**src/rtl/cache_victim_sel_if.sv**
```systemverilog
// rtl/cache_victim_sel_if.sv - victim-select request/response bundle
//
// Purpose: groups the update/lookup inputs and the victim/busy outputs of
// cache_victim_sel into one bundle.
// Ports (master drives, slave receives):
//   flush_stage, cache_en, lru_write_en, invalidate_cache : update control
//   hit_way, valid_way, way_lock_mask                      : per-way vectors
//   cache_set_tag                                          : lookup set index
//   p_adr                                                  : update set index
//   victim_way, busy                                       : slave outputs
interface cache_victim_sel_if #(
  parameter int NUMWAYS = 4,
  parameter int SETLEN  = 9
) ();
  logic               flush_stage;
  logic               cache_en;
  logic [NUMWAYS-1:0] hit_way;
  logic [NUMWAYS-1:0] valid_way;
  logic [NUMWAYS-1:0] way_lock_mask;
  logic [SETLEN-1:0]  cache_set_tag;
  logic [SETLEN-1:0]  p_adr;
  logic               lru_write_en;
  logic               invalidate_cache;
  logic [NUMWAYS-1:0] victim_way;
  logic               busy;

  modport master (
    output flush_stage, cache_en, hit_way, valid_way, way_lock_mask,
           cache_set_tag, p_adr, lru_write_en, invalidate_cache,
    input  victim_way, busy
  );

  modport slave (
    input  flush_stage, cache_en, hit_way, valid_way, way_lock_mask,
           cache_set_tag, p_adr, lru_write_en, invalidate_cache,
    output victim_way, busy
  );
endinterface

```
**src/rtl/cache_victim_sel.sv**
```systemverilog
// rtl/cache_victim_sel.sv - cache replacement victim selector (LFSR or round-robin)
//
// Purpose: picks a one-hot victim way per lookup. MODE 0 uses an LFSR as the
// candidate, MODE 1 a per-set round-robin pointer that a sweep can clear.
// Ports:
//   clk   : clock, all state changes on the rising edge
//   reset : asynchronous active-low reset
//   bus   : cache_victim_sel_if.slave (update inputs, victim_way, busy)
module cache_victim_sel #(
  parameter int NUMWAYS   = 4,
  parameter int SETLEN    = 9,
  parameter int NUMLINES  = 128,
  parameter int MODE      = 0,
  parameter int LFSRWIDTH = 4
) (
  input logic              clk,
  input logic              reset,
  cache_victim_sel_if.slave bus
);

  localparam int IW = $clog2(NUMWAYS);
  localparam int CW = (NUMLINES > 1) ? $clog2(NUMLINES) : 1;
  localparam logic [SETLEN:0] NL   = (SETLEN+1)'(NUMLINES);
  localparam logic [CW-1:0]   LAST = CW'(NUMLINES - 1);

  typedef enum logic [0:0] {IDLE, SWEEP} state_t;

  state_t               state, state_next;
  logic                 busy;
  logic [LFSRWIDTH-1:0] lfsr, lfsr_next;
  logic [7:0]           s8;
  logic                 fb;
  logic [IW-1:0]        ptr [NUMLINES];
  logic [CW-1:0]        counter;
  logic                 update;
  logic                 set_ok, padr_ok;
  logic [IW-1:0]        cand, victim_idx, probe;
  logic                 found;

  // Zero-extend so every tap position is addressable for any width.
  assign s8 = 8'(lfsr);

  always_comb begin
    fb = 1'b0;
    case (LFSRWIDTH)
      2:       fb = s8[1] ^ s8[0];
      3:       fb = s8[2] ^ s8[1];
      4:       fb = s8[3] ^ s8[2];
      5:       fb = s8[4] ^ s8[2];
      6:       fb = s8[5] ^ s8[4];
      7:       fb = s8[6] ^ s8[5];
      8:       fb = s8[7] ^ s8[5] ^ s8[4] ^ s8[3];
      default: fb = 1'b0;
    endcase
  end

  assign lfsr_next = {lfsr[LFSRWIDTH-2:0], fb};

  assign update  = bus.lru_write_en & bus.cache_en & ~bus.flush_stage &
                   ~busy & ~bus.invalidate_cache;
  // Set indices beyond NUMLINES have no pointer entry.
  assign set_ok  = ({1'b0, bus.cache_set_tag} < NL);
  assign padr_ok = ({1'b0, bus.p_adr} < NL);

  always_comb begin
    cand = '0;
    if (MODE == 0)
      cand = lfsr[IW-1:0];
    else if (!busy && set_ok)
      cand = ptr[bus.cache_set_tag[CW-1:0]];
  end

  // Descending loops so the lowest index / smallest offset wins.
  always_comb begin
    victim_idx = cand;
    found      = 1'b0;
    probe      = '0;
    for (int i = NUMWAYS - 1; i >= 0; i--) begin
      if (!bus.valid_way[i] && !bus.way_lock_mask[i]) begin
        victim_idx = IW'(i);
        found      = 1'b1;
      end
    end
    if (!found && !(&bus.way_lock_mask)) begin
      for (int k = NUMWAYS - 1; k >= 0; k--) begin
        probe = cand + IW'(k);
        if (!bus.way_lock_mask[probe])
          victim_idx = probe;
      end
    end
  end

  assign bus.victim_way = NUMWAYS'(1) << victim_idx;
  assign bus.busy       = busy;

  always_ff @(posedge clk or negedge reset) begin
    if (!reset)
      state <= IDLE;
    else
      state <= state_next;
  end

  always_comb begin
    state_next = state;
    busy       = (state == SWEEP);
    case (state)
      IDLE:    if (MODE == 1 && bus.invalidate_cache) state_next = SWEEP;
      SWEEP:   if (!bus.invalidate_cache && counter == LAST) state_next = IDLE;
      default: state_next = IDLE;
    endcase
  end

  always_ff @(posedge clk or negedge reset) begin
    if (!reset) begin
      lfsr    <= LFSRWIDTH'(1);
      counter <= '0;
      for (int i = 0; i < NUMLINES; i++)
        ptr[i] <= '0;
    end else begin
      if (update)
        lfsr <= lfsr_next;
      if (MODE == 1) begin
        if (bus.invalidate_cache)
          counter <= '0;
        else if (state == SWEEP)
          counter <= counter + 1'b1;

        if (state == SWEEP)
          ptr[counter] <= '0;
        else if (update && bus.hit_way == '0 && padr_ok)
          ptr[bus.p_adr[CW-1:0]] <= victim_idx + 1'b1;
      end
    end
  end

endmodule
```
**src/flat_wrapper.sv**
```systemverilog
// flat-port wrapper written by rule: the top's interface ports become plain ports
module cache_victim_sel_flat 
#(
  parameter int NUMWAYS   = 4,
  parameter int SETLEN    = 9,
  parameter int NUMLINES  = 128,
  parameter int MODE      = 0,
  parameter int LFSRWIDTH = 4
)
  (clk, reset, bus_flush_stage, bus_cache_en, bus_hit_way, bus_valid_way, bus_way_lock_mask, bus_cache_set_tag, bus_p_adr, bus_lru_write_en, bus_invalidate_cache, bus_victim_way, bus_busy);
  cache_victim_sel_if #(.NUMWAYS(NUMWAYS), .SETLEN(SETLEN)) bus_i ();
  input logic clk;
  input logic reset;
  input wire logic [$bits(bus_i.flush_stage)-1:0] bus_flush_stage;
  input wire logic [$bits(bus_i.cache_en)-1:0] bus_cache_en;
  input wire logic [$bits(bus_i.hit_way)-1:0] bus_hit_way;
  input wire logic [$bits(bus_i.valid_way)-1:0] bus_valid_way;
  input wire logic [$bits(bus_i.way_lock_mask)-1:0] bus_way_lock_mask;
  input wire logic [$bits(bus_i.cache_set_tag)-1:0] bus_cache_set_tag;
  input wire logic [$bits(bus_i.p_adr)-1:0] bus_p_adr;
  input wire logic [$bits(bus_i.lru_write_en)-1:0] bus_lru_write_en;
  input wire logic [$bits(bus_i.invalidate_cache)-1:0] bus_invalidate_cache;
  output wire logic [$bits(bus_i.victim_way)-1:0] bus_victim_way;
  output wire logic [$bits(bus_i.busy)-1:0] bus_busy;
  assign bus_i.flush_stage = bus_flush_stage;
  assign bus_i.cache_en = bus_cache_en;
  assign bus_i.hit_way = bus_hit_way;
  assign bus_i.valid_way = bus_valid_way;
  assign bus_i.way_lock_mask = bus_way_lock_mask;
  assign bus_i.cache_set_tag = bus_cache_set_tag;
  assign bus_i.p_adr = bus_p_adr;
  assign bus_i.lru_write_en = bus_lru_write_en;
  assign bus_i.invalidate_cache = bus_invalidate_cache;
  assign bus_victim_way = bus_i.victim_way;
  assign bus_busy = bus_i.busy;
  cache_victim_sel #(.NUMWAYS(NUMWAYS), .SETLEN(SETLEN), .NUMLINES(NUMLINES), .MODE(MODE), .LFSRWIDTH(LFSRWIDTH)) u_core (.clk(clk), .reset(reset), .bus(bus_i));
endmodule
```
**config.mk**
```make
export PLATFORM = sky130hd
export DESIGN_NAME = cache_victim_sel_flat
export DESIGN_NICKNAME = d
export VERILOG_FILES = /design/src/rtl/cache_victim_sel_if.sv /design/src/rtl/cache_victim_sel.sv /design/src/flat_wrapper.sv
export SDC_FILE = /design/constraint.sdc
export NUM_CORES = 1
export LEC_CHECK = 0
export ABC_AREA = 1
export CAP_MARGIN = 10
export CORE_MARGIN = 1.5
export CORE_UTILIZATION = 35
export CTS_CLUSTER_SIZE = 28
export DETAILED_ROUTE_END_ITERATION = 7
export PLACE_DENSITY = 0.77
export SLEW_MARGIN = 20
export SYNTH_ARGS = -nofsm -noshare
export SYNTH_HDL_FRONTEND = slang
export SYNTH_SLANG_ARGS = --single-unit
```
**constraint.sdc**
```tcl
create_clock -name clk -period 2.7 [get_ports clk]
set_input_delay 0.675 -clock clk [delete_from_list [all_inputs] [get_ports clk]]
set_output_delay 0.675 -clock clk [all_outputs]
set_load 0.05 [all_outputs]
```
Word level (Yosys, flattened, before mapping)
Index checks and enable logic that the tools add are counted.
- add/sub/neg operators: 3
- $lt $le $gt $ge: 4
- eq/ne operators: 1
- shifts and indexed selects: 1
- mux-type cells: 23
- bitwise operators: 8
- reductions and logical operators: 18
- operators by type and width (operator ; number):
    2-bit two-way mux ; 9
    2-bit by 3-bit less-than comparator with 1-bit output (second input constant) ; 4
    1-bit zero test ; 11
    1-bit two-way mux ; 10
    1-bit binary-select mux with 2-bit select ; 4
    7-bit == test (second input constant) ; 1
    1-bit logical AND ; 6
    2-bit adder (second input constant) ; 2
    1-bit AND ; 4
    4-bit AND reduction ; 1
    1-bit by 2-bit << shifter with 4-bit output (first input constant) ; 1
    1-bit inverter ; 3
    2-bit by 1-bit adder with 2-bit output (second input constant) ; 1
    1-bit XOR ; 1
- register bits: 5
- input port bits: 36
- output and inout bits: 5
- word-level logic and storage cells: 60

Longest topological paths before layout
Gate-level depths: netlist (run 1).
- word-level depth: 12
- depth in mapped cells: 15
- gate-level depth less buffers: 13

Worst setup path before layout (run 1)
No wires, ideal clock.
- path kind: register -> output
- from: reg u_core.lfsr[0]
- to: out bus_victim_way[3]
- data arrival time: 2.080 ns
- data required time: 2.025 ns
- slack: -0.055 ns
- cell stages (with the launch flop): 15
- path buffers: 2
- cell sequence: dfstp_2 > buf_6 > inv_6 > buf_12 > nand2_4 > nand2_2 > nand2_1 > nand2_2 > inv_1 > nand2_1 > nand2_1 > nand2_1 > nand2_1 > nand2_2 > a21oi_1
- longest elaborated chain between the ends: 10
- elaborated cells between the ends (all ways): 21
- those cells by class: add/sub: 3; shift: 1; mux: 17
- RTL lines (item ; line ; source):
    start, declared ; cache_victim_sel.sv:30 ; logic [LFSRWIDTH-1:0] lfsr, lfsr_next;
    start signal, assigned ; cache_victim_sel.sv:121 ; lfsr <= lfsr_next;
    parallel branches: the longest is 8 deep, another holds 2-bit adder ; n/a ;
    2-bit two-way mux * ; cache_victim_sel.sv:84 ; if (!found && !(&bus.way_lock_mask)) begin
    1-bit by 2-bit << shifter with 4-bit output * ; cache_victim_sel.sv:93 ; assign bus.victim_way = NUMWAYS'(1) << victim_idx;
    end, declared ; flat_wrapper.sv:23 ; output wire logic [$bits(bus_i.victim_way)-1:0] bus_victim_way;
Mark *: on every way between the ends. The select of a mux whose other input is x is not followed.

Final worst setup path (run 1)
- from: in bus_valid_way[3]
- to: out bus_victim_way[1]
- longest elaborated chain between the ends: 12
- elaborated cells between the ends (all ways): 18
- those cells by class: shift: 1; mux: 13; reduce/logical: 4
- RTL lines (item ; line ; source):
    start, declared ; flat_wrapper.sv:17 ; input wire logic [$bits(bus_i.valid_way)-1:0] bus_valid_way;
    1-bit zero test * ; cache_victim_sel.sv:79 ; if (!bus.valid_way[i] && !bus.way_lock_mask[i]) begin
    1-bit logical AND * ; cache_victim_sel.sv:79 ;
    2-bit two-way mux (4 in series) ; cache_victim_sel.sv:79 ;
    2-bit two-way mux (4 in series) ; cache_victim_sel.sv:87 ; if (!bus.way_lock_mask[probe])
    2-bit two-way mux * ; cache_victim_sel.sv:84 ;
    1-bit by 2-bit << shifter with 4-bit output * ; cache_victim_sel.sv:93 ;
Every way passes the cells marked *; elsewhere a longest branch is shown, timed or not.

==> results by group, run 1 <==
Cells and area
  • Non-Filler Instances: about 140
  • Commonest non-fill, non-tap cells in the layout: 28 x nand2_1, 12 x nand2_2, 10 x inv_1, 9 x buf_4, 6 x nor2_2
  • Biggest register: u_core.lfsr
  • Max reg flops: 4
  • Top flop regs: u_core.lfsr (4)
  • Commonest non-fill, non-tap cell in the layout: nand2_1
  • Filler instances: roughly 140
  • Sequential Area: 103 um^2
  • Layout cells sized above 1: 0.484
  • # diodes: 0
  • Area of the multi-input gates: between 400 and 500 um^2
  • Nets@finish: about 160
  • P&R area growth vs syn: 57.0%

Outcome
  • Status: finished, violations left
  • Failing checks: negative setup slack

Routing
  • Avg WL per Cell: 12.4 um
  • Total Wirelength: 1760 um
  • Detailed Routing Iterations Pass 1: 4
  • Drt via density: ~5
  • Number of nets with antenna violations after routing: 0
  • DRT iter0 DRCs: 19
  • Drt drc: 0
  • Vias: approximately 710

Floorplanning
  • I/O pin count: between 40 and 50
  • Core area: 1560 um^2
  • Die W: approximately 45 um
  • DIE AREA: around 2000 um^2
  • Cell Rows: 14
  • Die span in y: 44.7 um
  • Starting Density: 0.390

Clocking
  • Clock transition at path regs: approximately 0.050 ns
  • TritonCTS clock tree: done
  • Clk sink count: 4
  • Worst skew pair latency: approximately 0.24 ns
  • CTS root buf: clkbuf_4
  • Hold buffers post-CTS: 0
  • Clk buf depth: 2
  • H-tree depth: 1
  • TritonCTS Buffers: 3

Setup path
  • CP Data Required Time: 2.03 ns
  • CP max stage cell: clkdlybuf4s15_2
  • CP Cell Sequence: clkdlybuf4s15_2, buf_4, o21ai_2, nand2_1, a21oi_2, nand2_1, nand2_1, nand2_1, nand2_1, nand2_4, a21oi_4, buf_12
  • CP top delay family: buffers and inverters
  • Slowest stage delay, CP: about 0.20 ns
  • Crit path launch type: input port
  • CP endpoint kind: primary output
  • Worst path arrival time: 2.09 ns
  • Crit path kind: in2out
  • WP buf/inv: 3
  • Largest fanout on the critical path: 3
  • Most frequent CP cell: nand2_1

Timing
  • RSZ-0062 raised after global routing: true
  • Final Cycle Share: 1.02
  • Setup ws final: -0.0609 ns
  • Slew @ Worst Pin: 0.652 ns
  • Setup violators final: 4
  • Normalized max-slew margin: 0.562
  • Hold WS: roughly 0.56 ns
  • Final Max Slew Viols: 0
  • Crit path time final: between 2 and 3 ns
  • Final clock skew: 0.00519 ns
  • Peak Freq: around 360 MHz
  • Hold Violations, Final: 0

Placement
  • Port-buffer cells: 17
  • Dpl hpwl: about 1200 um
  • Gp weighted congestion: 0.766
  • Dpl cells: approximately 140
  • DP Worst Slack: -0.366 ns

Power
  • Leak Pwr: 0.471 nW
  • Total power: a little over 0.7 mW
  • Peak VDD IR: 507 uV
  • PwrDens: roughly 750 nW/um^2

Synthesis
  • Cell taking the most area after synthesis: nand2_1
  • Post-Synth XOR/XNOR Area: 0.0144
  • Synth Area in Compound Gates: 0.160
  • Sequential element share of the synthesized area: 0.167
  • Post-synth cell types: 24
  • Syn nets: between 100 and 150
  • Share of the synthesized area in the top cell type: 0.204
  • Synth Area in Adders: 0
  • Leading post-synthesis cells by cell area: nand2_1 20%, dfrtp_1 12%, nand2_2 9.3%
  • Syn Area/Cell: 6.08 um^2
  • Yosys warns: 7
  • Mux cell area share after synthesis: 0
  • Post-Synthesis Cells: 100
  • Post-Syn Area: 608 um^2
  • Largest family of logic cells by synthesized area: simple AND/OR/NAND/NOR gates
  • Seq cells post-synth: 4
  • Simple-gate share of the synthesized area: 0.481

Global routing
  • Met2 usage: 0.345
  • Met3 GRT Util: 0.0122
  • GR peak layer: met2
  • GRT Overall Usage: 0.197
  • First-pass GRT wire length: ~2800 um
  • Number of global-route vias before repair: 701
  • Grt ovf: 0
  • Antenna violations before repair: 0
  • Largest net degree at the start of global routing: 10
  • M1 GR Usage: 0.246

Job
  • Maxcap violations: 0

Min path
  • Hold/Removal Path Class: reg2reg
cell type report:
class,instances,share of cell area
clock buffer,4,0.0275
timing repair buffer,26,0.274
inverter,13,0.0564
multi-input combinational,79,0.514
tap,16,0.0210
sequential,4,0.107
kinds of logic (layout without fill, tap and decap cells):
family | count (synthesis) | count (layout)
flip-flops | 4 | 4
XOR/XNOR | 1 | 1
buffers and inverters | 17 | 43
AND/OR/NAND/NOR | 62 | 62
AO/OA/AOI/OAI | 15 | 15
other | 1 | 1
what timing repair did:
action / 4_1_cts / 5_1_grt
endpoints found under the setup margin: 4 / 4
gates resized for setup: 34 / 12
pin swaps: 11 / 2
setup buffers: 2 / 0
layer usage:
layer	wire [um]	up-vias
met5	0	-
met4	0	0
met3	57	0
met2	1000	22
met1	701	330
li1	-	361
Yosys cell counts:
cell type / count
nand2_1: 33
nand2_4: 3
xor2_1: 1
o21ai_2: 2
dfstp_2: 1
a21boi_1: 1
inv_6: 1
o21ai_0: 3
nand4_1: 1
buf_12: 1
conb_1: 1
nand2_2: 9
dfrtp_1: 3
nand3_1: 4
a31oi_1: 1
nor3_1: 1
nand3_2: 1
buf_6: 2
inv_2: 1
inv_1: 11
buf_4: 1
nor2_1: 10
a21oi_1: 5
a21oi_2: 3
path summary, 6_finish.rpt:
path / cells past startpoint / from / slack, ns / to
worst max-delay path: 12 / bus_valid_way[3] / -0.06 / bus_victim_way[1]
worst min-delay path: 2 / u_core.lfsr[2] / 0.56 / u_core.lfsr[3]
worst max register to register: 2 / u_core.lfsr[0] / 1.69 / u_core.lfsr[0]
worst min register to register: 2 / u_core.lfsr[2] / 0.56 / u_core.lfsr[3]
max in group asynchronous: 1 / reset / 1.80 / u_core.lfsr[0]
min in group asynchronous: 1 / reset / 0.65 / u_core.lfsr[2]
power by group:
part / switching [mW] / internal, mW
combinational: 0.301 / 0.214
sequential: 0.0321 / 0.0804
clock: 0.0322 / 0.0560
total: 0.365 / 0.350
worst min-delay path: stages, from the launching register on:
cell     delay [ns]
dfrtp_1        0.38
inv_1          0.07
a21oi_1        0.06
per-stage QoR:
stage                     setup TNS, ns  instance area [um^2]  utilization
final                            -0.132                   955        0.612
after global routing             -0.470                   955        0.612
after CTS                             0                   943        0.605
after detailed placement          -1.32                   845        0.542
after global placement            -1.21                   845        0.542
after floorplan                 -0.0147                   612            -
(Power assumes the default switching activity.)
==> run 2: changes to the inputs <==
Settings changed: CTS_CLUSTER_SIZE 28 to 16.
==> results of run 2 <==
The final DEF is identical to that of run 1; final timing and power are the same.
==> run 3: changes to the inputs <==
Settings changed: CAP_MARGIN 10 to 20.
==> results of run 3 <==
The final DEF is identical to that of run 1; final timing and power are the same.
